===== config.mk =====
export PLATFORM = sky130hd
export DESIGN_NAME = instruction_fetch
export DESIGN_NICKNAME = d
export VERILOG_FILES = /design/src/rtl/instruction_fetch.sv
export SDC_FILE = /design/constraint.sdc
export NUM_CORES = 1
export LEC_CHECK = 0
export CORE_UTILIZATION = 52
export DETAILED_ROUTE_END_ITERATION = 7
export GPL_TIMING_DRIVEN = 1
export PLACE_DENSITY = 0.83
export RECOVER_POWER = 50
export REMOVE_ABC_BUFFERS = 1
export SLEW_MARGIN = 20
export SYNTH_ARGS = -nofsm -noshare
export SYNTH_HDL_FRONTEND = slang
export SYNTH_SLANG_ARGS = --single-unit
export TNS_END_PERCENT = 20

===== constraint.sdc =====
create_clock -name clk -period 4.23 [get_ports clk]
set_input_delay 0.6345 -clock clk [delete_from_list [all_inputs] [get_ports clk]]
set_output_delay 0.6345 -clock clk [all_outputs]
set_load 0.01 [all_outputs]

===== src/rtl/instruction_fetch.sv =====
`default_nettype none
// ============================================================================
//  Module   : instruction_fetch
//  Purpose  : Fetch stage: owns the PC, drives a 1-cycle-latency instruction
//             memory, buffers returned words in a 2-entry FIFO and hands
//             {pc, instr} to decode over valid/ready, with redirect + flush.
//  Options  : FETCH_PERF_EN adds saturating pop/stall performance counters.
//  Revision : 1.0  initial release
// ============================================================================
module instruction_fetch #(
    parameter logic [31:0] RESET_PC   = 32'h0,
    parameter int          IMEM_DEPTH = 256
) (
    input  logic        clk,
    input  logic        rst_n,
    input  logic        fetch_en,
    output logic [31:0] imem_addr,
    input  logic [31:0] imem_rdata,
    input  logic        redirect_valid,
    input  logic [31:0] redirect_pc,
    output logic        inst_valid,
    input  logic        inst_ready,
    output logic [31:0] inst_data,
    output logic [31:0] inst_pc
`ifdef FETCH_PERF_EN
    ,
    output logic [31:0] perf_fetch_cnt,
    output logic [31:0] perf_stall_cnt
`endif
);

    localparam int IDX_W = $clog2(IMEM_DEPTH);

    localparam logic [0:0] c_IDLE  = 1'b0;
    localparam logic [0:0] c_FETCH = 1'b1;

    logic [0:0]  r_state;
    logic [31:0] r_fetch_pc;
    logic        r_inflight;
    logic [31:0] r_inflight_pc;

    logic [31:0] r_fifo_pc   [2];
    logic [31:0] r_fifo_data [2];
    logic        r_rd_ptr;
    logic        r_wr_ptr;
    logic [1:0]  r_count;

    logic        w_pop;
    logic        w_push;
    logic        w_issue;
    logic [2:0]  w_occ;
    logic        w_unused_lsb;

    assign w_unused_lsb = ^redirect_pc[1:0];

    assign inst_valid = (r_count != 2'd0);
    assign inst_data  = r_fifo_data[r_rd_ptr];
    assign inst_pc    = r_fifo_pc[r_rd_ptr];
    assign imem_addr  = {{(32-IDX_W){1'b0}}, r_fetch_pc[IDX_W+1:2]};

    assign w_pop  = inst_valid & inst_ready;
    assign w_push = r_inflight & ~redirect_valid;
    // Occupancy after this edge, counting the word still in memory's pipeline.
    assign w_occ  = {1'b0, r_count} + {2'b00, r_inflight} - {2'b00, w_pop};
    assign w_issue = (r_state == c_FETCH) & fetch_en & ~redirect_valid & (w_occ < 3'd2);

    always_ff @(posedge clk or negedge rst_n) begin
        if (!rst_n) begin
            r_state       <= c_IDLE;
            r_fetch_pc    <= RESET_PC;
            r_inflight    <= 1'b0;
            r_inflight_pc <= 32'h0;
        end else begin
            case (r_state)
                c_IDLE:  if (fetch_en)  r_state <= c_FETCH;
                c_FETCH: if (!fetch_en) r_state <= c_IDLE;
                default: r_state <= c_IDLE;
            endcase

            if (redirect_valid) begin
                r_fetch_pc <= {redirect_pc[31:2], 2'b00};
                r_inflight <= 1'b0;
            end else if (w_issue) begin
                r_inflight    <= 1'b1;
                r_inflight_pc <= r_fetch_pc;
                r_fetch_pc    <= r_fetch_pc + 32'd4;
            end else begin
                r_inflight <= 1'b0;
            end
        end
    end

    always_ff @(posedge clk or negedge rst_n) begin
        if (!rst_n) begin
            r_fifo_pc[0]   <= 32'h0;
            r_fifo_pc[1]   <= 32'h0;
            r_fifo_data[0] <= 32'h0;
            r_fifo_data[1] <= 32'h0;
            r_rd_ptr       <= 1'b0;
            r_wr_ptr       <= 1'b0;
            r_count        <= 2'd0;
        end else if (redirect_valid) begin
            r_rd_ptr <= 1'b0;
            r_wr_ptr <= 1'b0;
            r_count  <= 2'd0;
        end else begin
            if (w_push) begin
                r_fifo_pc[r_wr_ptr]   <= r_inflight_pc;
                r_fifo_data[r_wr_ptr] <= imem_rdata;
                r_wr_ptr              <= ~r_wr_ptr;
            end
            if (w_pop) begin
                r_rd_ptr <= ~r_rd_ptr;
            end
            r_count <= r_count + {1'b0, w_push} - {1'b0, w_pop};
        end
    end

`ifdef FETCH_PERF_EN
    logic [31:0] r_perf_fetch;
    logic [31:0] r_perf_stall;

    assign perf_fetch_cnt = r_perf_fetch;
    assign perf_stall_cnt = r_perf_stall;

    always_ff @(posedge clk or negedge rst_n) begin
        if (!rst_n) begin
            r_perf_fetch <= 32'h0;
            r_perf_stall <= 32'h0;
        end else begin
            if (w_pop && (r_perf_fetch != 32'hFFFF_FFFF)) begin
                r_perf_fetch <= r_perf_fetch + 32'd1;
            end
            if (inst_valid && !inst_ready && (r_perf_stall != 32'hFFFF_FFFF)) begin
                r_perf_stall <= r_perf_stall + 32'd1;
            end
        end
    end
`endif

endmodule
`default_nettype wire


Yosys cells after proc, flatten, opt, wreduce, memory -nomap -nowiden

Cells that the tools add are included.

Bits in registers: 198
Logic and storage cells: 57
Output and inout port bits: 97
Input bits: 69

Add/sub/neg operators: 5
Bitwise gates (word level): 10
Reduce and logical (&&, ||, !) cells: 7
Muxes and demuxes: 20
$lt $le $gt $ge: 4

Operator list:

| cell                                                                 | number |
|---|---|
| 32-bit two-way mux                                                   | 9 |
| 64-bit bitwise mux                                                   | 2 |
| 32-bit by 3-bit adder with 32-bit output, second input constant      | 1 |
| 32-bit demux with 1-bit select                                       | 1 |
| 2-bit nonzero test                                                   | 4 |
| 1-bit two-way mux                                                    | 7 |
| 1-bit AND                                                            | 5 |
| 2-bit >= comparator, second input constant                           | 2 |
| 1-bit NOT with 2-bit output                                          | 2 |
| 2-bit AND reduction                                                  | 2 |
| 2-bit by 1-bit adder with 3-bit output                               | 1 |
| 3-bit by 2-bit < comparator with 1-bit output, second input constant | 1 |
| 1-bit NOT                                                            | 3 |
| 3-bit by 1-bit subtractor with 3-bit output                          | 1 |
| 2-bit by 1-bit adder with 2-bit output                               | 1 |
| 2-bit by 1-bit < comparator with 1-bit output, second input constant | 1 |
| 2-bit two-way mux                                                    | 1 |
| 2-bit by 1-bit subtractor with 2-bit output                          | 1 |
| 1-bit logical AND                                                    | 1 |

Depth between registers and ports, before layout

Depth in word-level cells: 7
Depth in mapped cells: 12
Mapped depth without buffers: 11

Worst setup path after synthesis

Ideal clock, no wire load.

Path kind: reg-to-reg
Start: reg r_count[1]
End: reg r_fetch_pc[25]
Path slack: 1.183 ns
Data required time: 4.161 ns
Library setup time: 0.069 ns
Path buffers: 1
Arrival: 2.978 ns
Period minus slack after synthesis: 3.047 ns
Stages on the path, launching flop included: 11
Cells stage by stage: dfrtp_1 -> or2_2 -> and2_1 -> ha_1 -> nand2b_1 -> fa_1 -> nand4b_1 -> or2_2 -> buf_2 -> or4_1 -> nand3_1

Word-level cells in the longest chain between the ends: 6
Elaborated cells between the ends (all ways): 7
Classes of those cells: add/sub (2); order compare (1); bitwise (2); reduce/logical (2)

Ends and longest elaborated chain:

| item                                          | RTL line | RTL |
|---|---|---|
| start: declaration                            | 46       | `logic [1:0] r_count;` |
| start signal: assignment                      | 115      | `r_count <= r_count + {1'b0, w_push} - {1'b0, w_pop};` |
| 2-bit nonzero test                            | 56       | `assign inst_valid = (r_count != 2'd0);` |
| via inst_valid                                | 21       | `output logic inst_valid,` |
| 1-bit AND                                     | 61       | `assign w_pop = inst_valid & inst_ready;` |
| 3-bit by 1-bit subtractor with 3-bit output   | 64       | `assign w_occ = {1'b0, r_count} + {2'b00, r_inflight} - {2'b00, w_pop};` |
| 3-bit by 2-bit < comparator with 1-bit output | 65       | `assign w_issue = (r_state == c_FETCH) & fetch_en & ~redirect_valid & (w_occ < 3'd2);` |
| 1-bit AND                                     | 65       |  |
| 2-bit nonzero test (no line)                  | -        |  |
| end signal: assignment                        | 81       | `r_fetch_pc <= {redirect_pc[31:2], 2'b00};` |
| end signal: assignment                        | 86       | `r_fetch_pc <= r_fetch_pc + 32'd4;` |
| end: declaration                              | 38       | `logic [31:0] r_fetch_pc;` |

The timed path passes the listed nets, and every way through them passes these cells.
A chain may end at the register's enable or synchronous reset.

Worst setup path in the final report

Start: reg r_count[1]
End: reg r_fetch_pc[6]

Word-level cells in the longest chain between the ends: 6
Elaborated cells between the ends (all ways): 7
Classes of those cells: add/sub (2); order compare (1); bitwise (2); reduce/logical (2)

Ends and longest elaborated chain:

| item                                                                           | RTL line |
|---|---|
| branches (longest 2 deep; another with 2-bit by 1-bit adder with 3-bit output) | - |
| 3-bit by 1-bit subtractor with 3-bit output *                                  | 64 |
| 3-bit by 2-bit < comparator with 1-bit output *                                | 65 |
| 1-bit AND *                                                                    | 65 |
| 2-bit nonzero test (no line) *                                                 | - |

Every way passes the cells marked *.

==> impl_results.md <==
* Via Count at 5896
* Total gr overflow at 0
* Slowest CP cell: fa_1
* Slew Viols, Final at 164
* Final nets at 918
* CP Launch Type: flip-flop
* Post-route ant nets at 0
* Ranking of synthesized cells by area: dfrtp_1 54%, mux2_2 24%, nand2_1 5.4%
* CTS Root Cell: clkbuf_16
* Count of filler cells inserted in the layout at 1260
* Synthesized area at 0.00875 mm2
* Syn Area/Cell at 12.1 um2
* RSZ-0062 raised after global routing: no
* Hold WC Path Type: flip-flop to flip-flop
* Initial drt markers at 349
* Synth top area share at 0.543
* Core Footprint at 0.0165 mm2
* Ys Warns at 0
* Die H at 132 um
* Most frequent CP cell: or2_2
* Final WL at 17.8 mm
* Port bufs at 137
* Most used routing layer: met2
* Post-CTS Resized at 0
* Post-synthesis simple-gate area fraction at 0.102
* Register bit total from synthesis at 190
* Starting density of the core at 0.530
* Worst-Margin Slew at 2.47 ns
* Rel. slew slack at -0.648
* Post-synth top cells: 190 x dfrtp_1, 186 x mux2_2, 126 x nand2_1
* CP Buf/Inv Count at 1
* Top-count cell post-synth: dfrtp_1
* Synth Area in Compound Gates at 0.0450
* Antenna violations before repair at 0
* Post-synthesis xor/xnor area fraction at 0.00901
* Placer Congestion at 0.796
* Wire per inst at 16.5 um
* WS Path Type: flip-flop to flip-flop
* CTS Sinks at 190
* Post-CTS Hold Fix Bufs at 0
* Power, Total at 6890 uW
* CTS tree: yes
* Io pins at 166
* Final count of negative-setup-slack endpoints at 0
* Ys async rst share at 1.00
* Fin. Hold Viols at 0
* Leak Pwr at 0.00495 uW
* Share of cells above drive strength 1 at 0.278
* DRT Pass-1 Iters at 4
* Post-Synth Adder-Cell Area at 0.00801
* Max incr delay on CP at 0.49 ns
* Residual DRC at 0
* Cell Rows at 47
* Area growth, synth to finish at 23.5%
* Number of global-route vias before repair at 5841
* DP Area at 0.0102 mm2
* Required time worst endpoint at 4.50 ns
* Clock latency on the worst-skew pair at 0.43 ns
* Mux contribution to synthesized area at 0.242
* Critical Path AT at 3.97 ns
* Clk buf depth at 2
* Met2 Use GR at 0.341
* Crit-path max FO at 23
* Vias/cell at 5.47
* Peak supply drop at 0.360 mV
* Largest net degree at the start of global routing at 101
* Netlist cell types at 49
* Clk_skew at 0.00931 ns
* H-tree depth at 4
* Leading area contributor after synthesis: dfrtp_1
* Number of synthesized flops with an enable pin at 0
* Post-layout minimum cycle time at 3.70 ns
* Post-CTS Setup Bufs at 0
* Setup Total Neg Slack at 0 ns
* Crit end category: flip-flop
* Final HPWL DP at 11.3 mm
* Pwr per Cell Area at 637 mW/mm2
* Diodes inserted at 0
* Top_reg_cell synth: dfrtp_1
* Reg clk slew, reported paths at 0.07 ns
* First-pass GRT wire length at 29.4 mm
* TritonCTS Buffers at 17
* Period Utilization, post-route at 0.874
* Max Freq at 270 MHz
* Cell count after synthesis at 724
* Violated checks: max-capacitance violations, max-slew violations
* Main combinational cell family by area after synthesis: multiplexers
* Status: finished, violations left
* Met1 Track Usage GR at 0.293
* Largest delay share family, worst path: simple AND/OR/NAND/NOR gates
* Max_cap viols at 2
* Design area at 0.0108 mm2
* Register area share after synthesis at 0.543
* GR Util All Layers at 0.215
* DIE AREA at 0.0174 mm2
* Die width at 132 um
* GR met3 Demand/Resource at 0.0461
* Worst-path cell chain: or2_2, and2_1, ha_1, nand2b_1, fa_1, nand4b_1, or2_2, inv_2, nor2_1, o21ai_0, o311ai_0
[kinds of logic after synthesis]
logic type	after synthesis
and+or+nand+nor	198
DFF	190
muxes	188
buffers and inverters	78
AOI/OAI and AO/OA	55
xor gates and xnor gates	9
adders and majority gates	5
other	1
[through the flow]
stage	std cells	utilization	hold slack [ns]	worst slack (ns)
floorplan	679	-	0.339	0.0839
CTS	1077	0.657	0.314	0.545
global route	1077	0.654	0.513	0.183
global placement	1045	0.618	0.477	0.341
detailed placement	1045	0.618	0.484	0.272
finish	1077	0.654	0.498	0.532
[cell type report]
| type | instances | area (um2) | area share |
|---|---|---|---|
| sequential | 190 | 4760 | 0.440 |
| clock buffer | 18 | 429 | 0.0397 |
| multi-input combinational | 481 | 3670 | 0.339 |
| timing repair buffer | 146 | 1440 | 0.133 |
| tap | 220 | 275 | 0.0255 |
| inverter | 8 | 30.0 | 0.00278 |
| clock inverter | 14 | 216 | 0.0200 |
[worst paths after layout]
kind / startpoint / endpoint / slack [ns] / cells past startpoint
max: r_count[1]$_DFF_PN0_ / r_fetch_pc[6]$_DFFE_PN0P_ / 0.53 / 11
min: r_inflight_pc[13]$_DFFE_PN0P_ / r_inflight_pc[13]$_DFFE_PN0P_ / 0.50 / 2
max reg2reg: r_count[1]$_DFF_PN0_ / r_fetch_pc[6]$_DFFE_PN0P_ / 0.53 / 11
min reg2reg: r_inflight_pc[13]$_DFFE_PN0P_ / r_inflight_pc[13]$_DFFE_PN0P_ / 0.50 / 2
max in group asynchronous: rst_n / r_fetch_pc[16]$_DFFE_PN0P_ / 0.89 / 2
min in group asynchronous: rst_n / r_fifo_data[54]$_DFFE_PN0P_ / 0.93 / 1
[state kept, by name, indices dropped and copies added, names as in the netlist]
signal and count:
r_rd_ptr 1, r_fifo_pc 60, r_inflight 1, r_wr_ptr 1, r_inflight_pc 30, r_count 2
r_fetch_pc 30, r_state 1, r_fifo_data 64
[layout by cell type (no fill, tap or decap), types with 3 or more instances in the layout]
cell	n
a22oi_1	3
and2_1	3
buf_4	4
bufinv_16	5
clkbuf_16	17
clkbuf_2	4
clkdlybuf4s50_1	125
clkinv_2	3
clkinv_4	4
conb_1	26
dfrtp_1	189
dlygate4sd3_1	11
ha_1	4
inv_1	7
mux2_2	186
nand2_1	126
nand3_1	16
nand4_1	11
nor2_1	16
o211ai_1	10
o21ai_0	16
o311ai_0	10
or3_1	5
or4_1	3
xnor2_1	4
xor2_1	5
[worst register-to-register path, stage by stage, from the launching register on]
cell,delay [ns]
dfrtp_1,0.44
or2_2,0.32
and2_1,0.21
ha_1,0.27
nand2b_1,0.16
fa_1,0.49
nand4b_1,0.13
or2_2,0.34
inv_2,0.34
nor2_1,0.33
o21ai_0,0.31
o311ai_0,0.19
[layer usage]
layer | part of all wire | wire length [um]
met1 | 0.46 | 8240
met2 | 0.47 | 8430
met3 | 0.047 | 837
met4 | 0.015 | 267
met5 | 0 | 0
[power breakdown]
| part | internal [uW] | total, uW | switching [uW] |
|---|---|---|---|
| Combinational | 1430 | 2280 | 850 |
| Sequential | 2470 | 2880 | 416 |
| Clock | 1050 | 1730 | 679 |
| Total | 4940 | 6890 | 1940 |
No activity file was read; power rests on OpenSTA's default activity.
==> RTL change, RTL diff (same flow settings) <==
Build with the macro `FETCH_PERF_EN` defined.
--- a/src/rtl/instruction_fetch.sv
+++ b/src/rtl/instruction_fetch.sv
@@ -7,6 +7,8 @@
 //  Options  : FETCH_PERF_EN adds saturating pop/stall performance counters.
 //  Revision : 1.0  initial release
 // ============================================================================
+`define FETCH_PERF_EN
+
 module instruction_fetch #(
     parameter logic [31:0] RESET_PC   = 32'h0,
     parameter int          IMEM_DEPTH = 256
Behaviour (old outputs only; new: perf_fetch_cnt and perf_stall_cnt): unchanged (equiv_simple and equiv_induct, registers matched by name and starting in step).
==> RTL change against the original RTL <==
- the run still ends with capacitance limit, slew limit left
- design area rose by 39%
- clock power rose by 38%
- sequential share of layout area fell by 1.6 points
- non-clock buffer count is 71 higher
- sequential cell count is 64 higher
- combinational power is 12% higher
- area after synthesis grew 37%
- total power increased by 24%
- routed wire length is 55% higher
- fmax grew 13%
- worst setup slack better by 0.43 ns
- final cell count grew 42%
- first-iteration DRC count is 28% higher
- highest routed layer is now met5
==> RTL change: results (changes against the original RTL) <==
status: "finished with violations"
violations: "capacitance limit, slew limit"
grt_pass1_wl_microns: 45200  # +54%
viasPerCell: 5.62  # +2.6%
maxCapViolCount: 2  # unchanged
track_usage_pct: 23.5  # +2.0 points
clkLatencyLatePin_ns: 0.53  # +0.10 ns
drt_pass1_iterations: 5  # +1
peakVddDrop_mv: 0.367  # +2.1%
use_met2_pct: 40.9  # +6.8 points
drt_iter0_drc: 446  # +28%
synth_adder_area_share_pct: 0.689  # -0.11 points
tightest_slew_ns: 2.51  # +0.0364 ns
n_fill_cell: 1710  # +36%
yosysSeqAreaShare_pct: 53.1  # -1.3 points
cp_max_fo: 14  # -39%
cts_buffer_depth: 3  # +1
port_buffers: 201  # +47%
grt_pass1_vias: 8840  # +51%
synth_compound_area_share_pct: 4.17  # -0.34 points
grt_max_degree: 102  # +0.99%
routedWlPerCell_microns: 18.0  # +9.3%
met1_length_microns: 11600  # +41%
place_area_sq_um: 14100  # +39%
drv_slew: 140  # -15%
## RTL change: cell types whose count changed after synthesis, sizes merged, moves of 9 or more
cell,unedited run,this run
xnor2,4,47
nor3,3,16
nand4,11,39
nand2,127,138
nor2,17,42
xor2,5,18
and4,0,9
and3,2,19
nand3,18,54
dfrtp,190,254
## RTL change: worst max-delay path: cells and delay by family
kind / cells / cell delay (ns)
compound gates: 4 / 0.70
fa+ha+maj: 1 / 0.50
buf+inv: 2 / 0.74
simple gates: 4 / 1.08
## RTL change: final cells by class
type	count	area [sq um]	area share, %
timing repair buffer	217	2130	14.2
multi-input combinational	710	5200	34.7
tap	285	357	2.38
clock buffer	39	771	5.14
inverter	11	41.3	0.275
clock inverter	10	129	0.860
sequential	254	6360	42.4
antenna	1	2.50	0.0167
## RTL change: final timing paths
path	startpoint	cells after the start	end
max in group asynchronous	rst_n	2	r_fifo_pc[24]$_DFFE_PN0P_
worst max-delay path	inst_ready	11	r_fetch_pc[27]$_DFFE_PN0P_
worst min register to register	perf_fetch_cnt[23]$_DFFE_PN0P_	1	perf_fetch_cnt[23]$_DFFE_PN0P_
worst max register to register	r_count[1]$_DFF_PN0_	10	r_fetch_pc[27]$_DFFE_PN0P_
worst min-delay path	perf_fetch_cnt[23]$_DFFE_PN0P_	1	perf_fetch_cnt[23]$_DFFE_PN0P_
min in group asynchronous	rst_n	1	r_fifo_data[1]$_DFFE_PN0P_
## RTL change: power groups by stage
stage                     Clock, uW  Combinational [uW]  Sequential [uW]
after floorplan                   0                1380             3520
after global placement            0                2510             3570
after detailed placement          0                2580             3630
after CTS                      2430                2600             3600
after global routing           2520                2770             3690
final                          2380                2560             3600
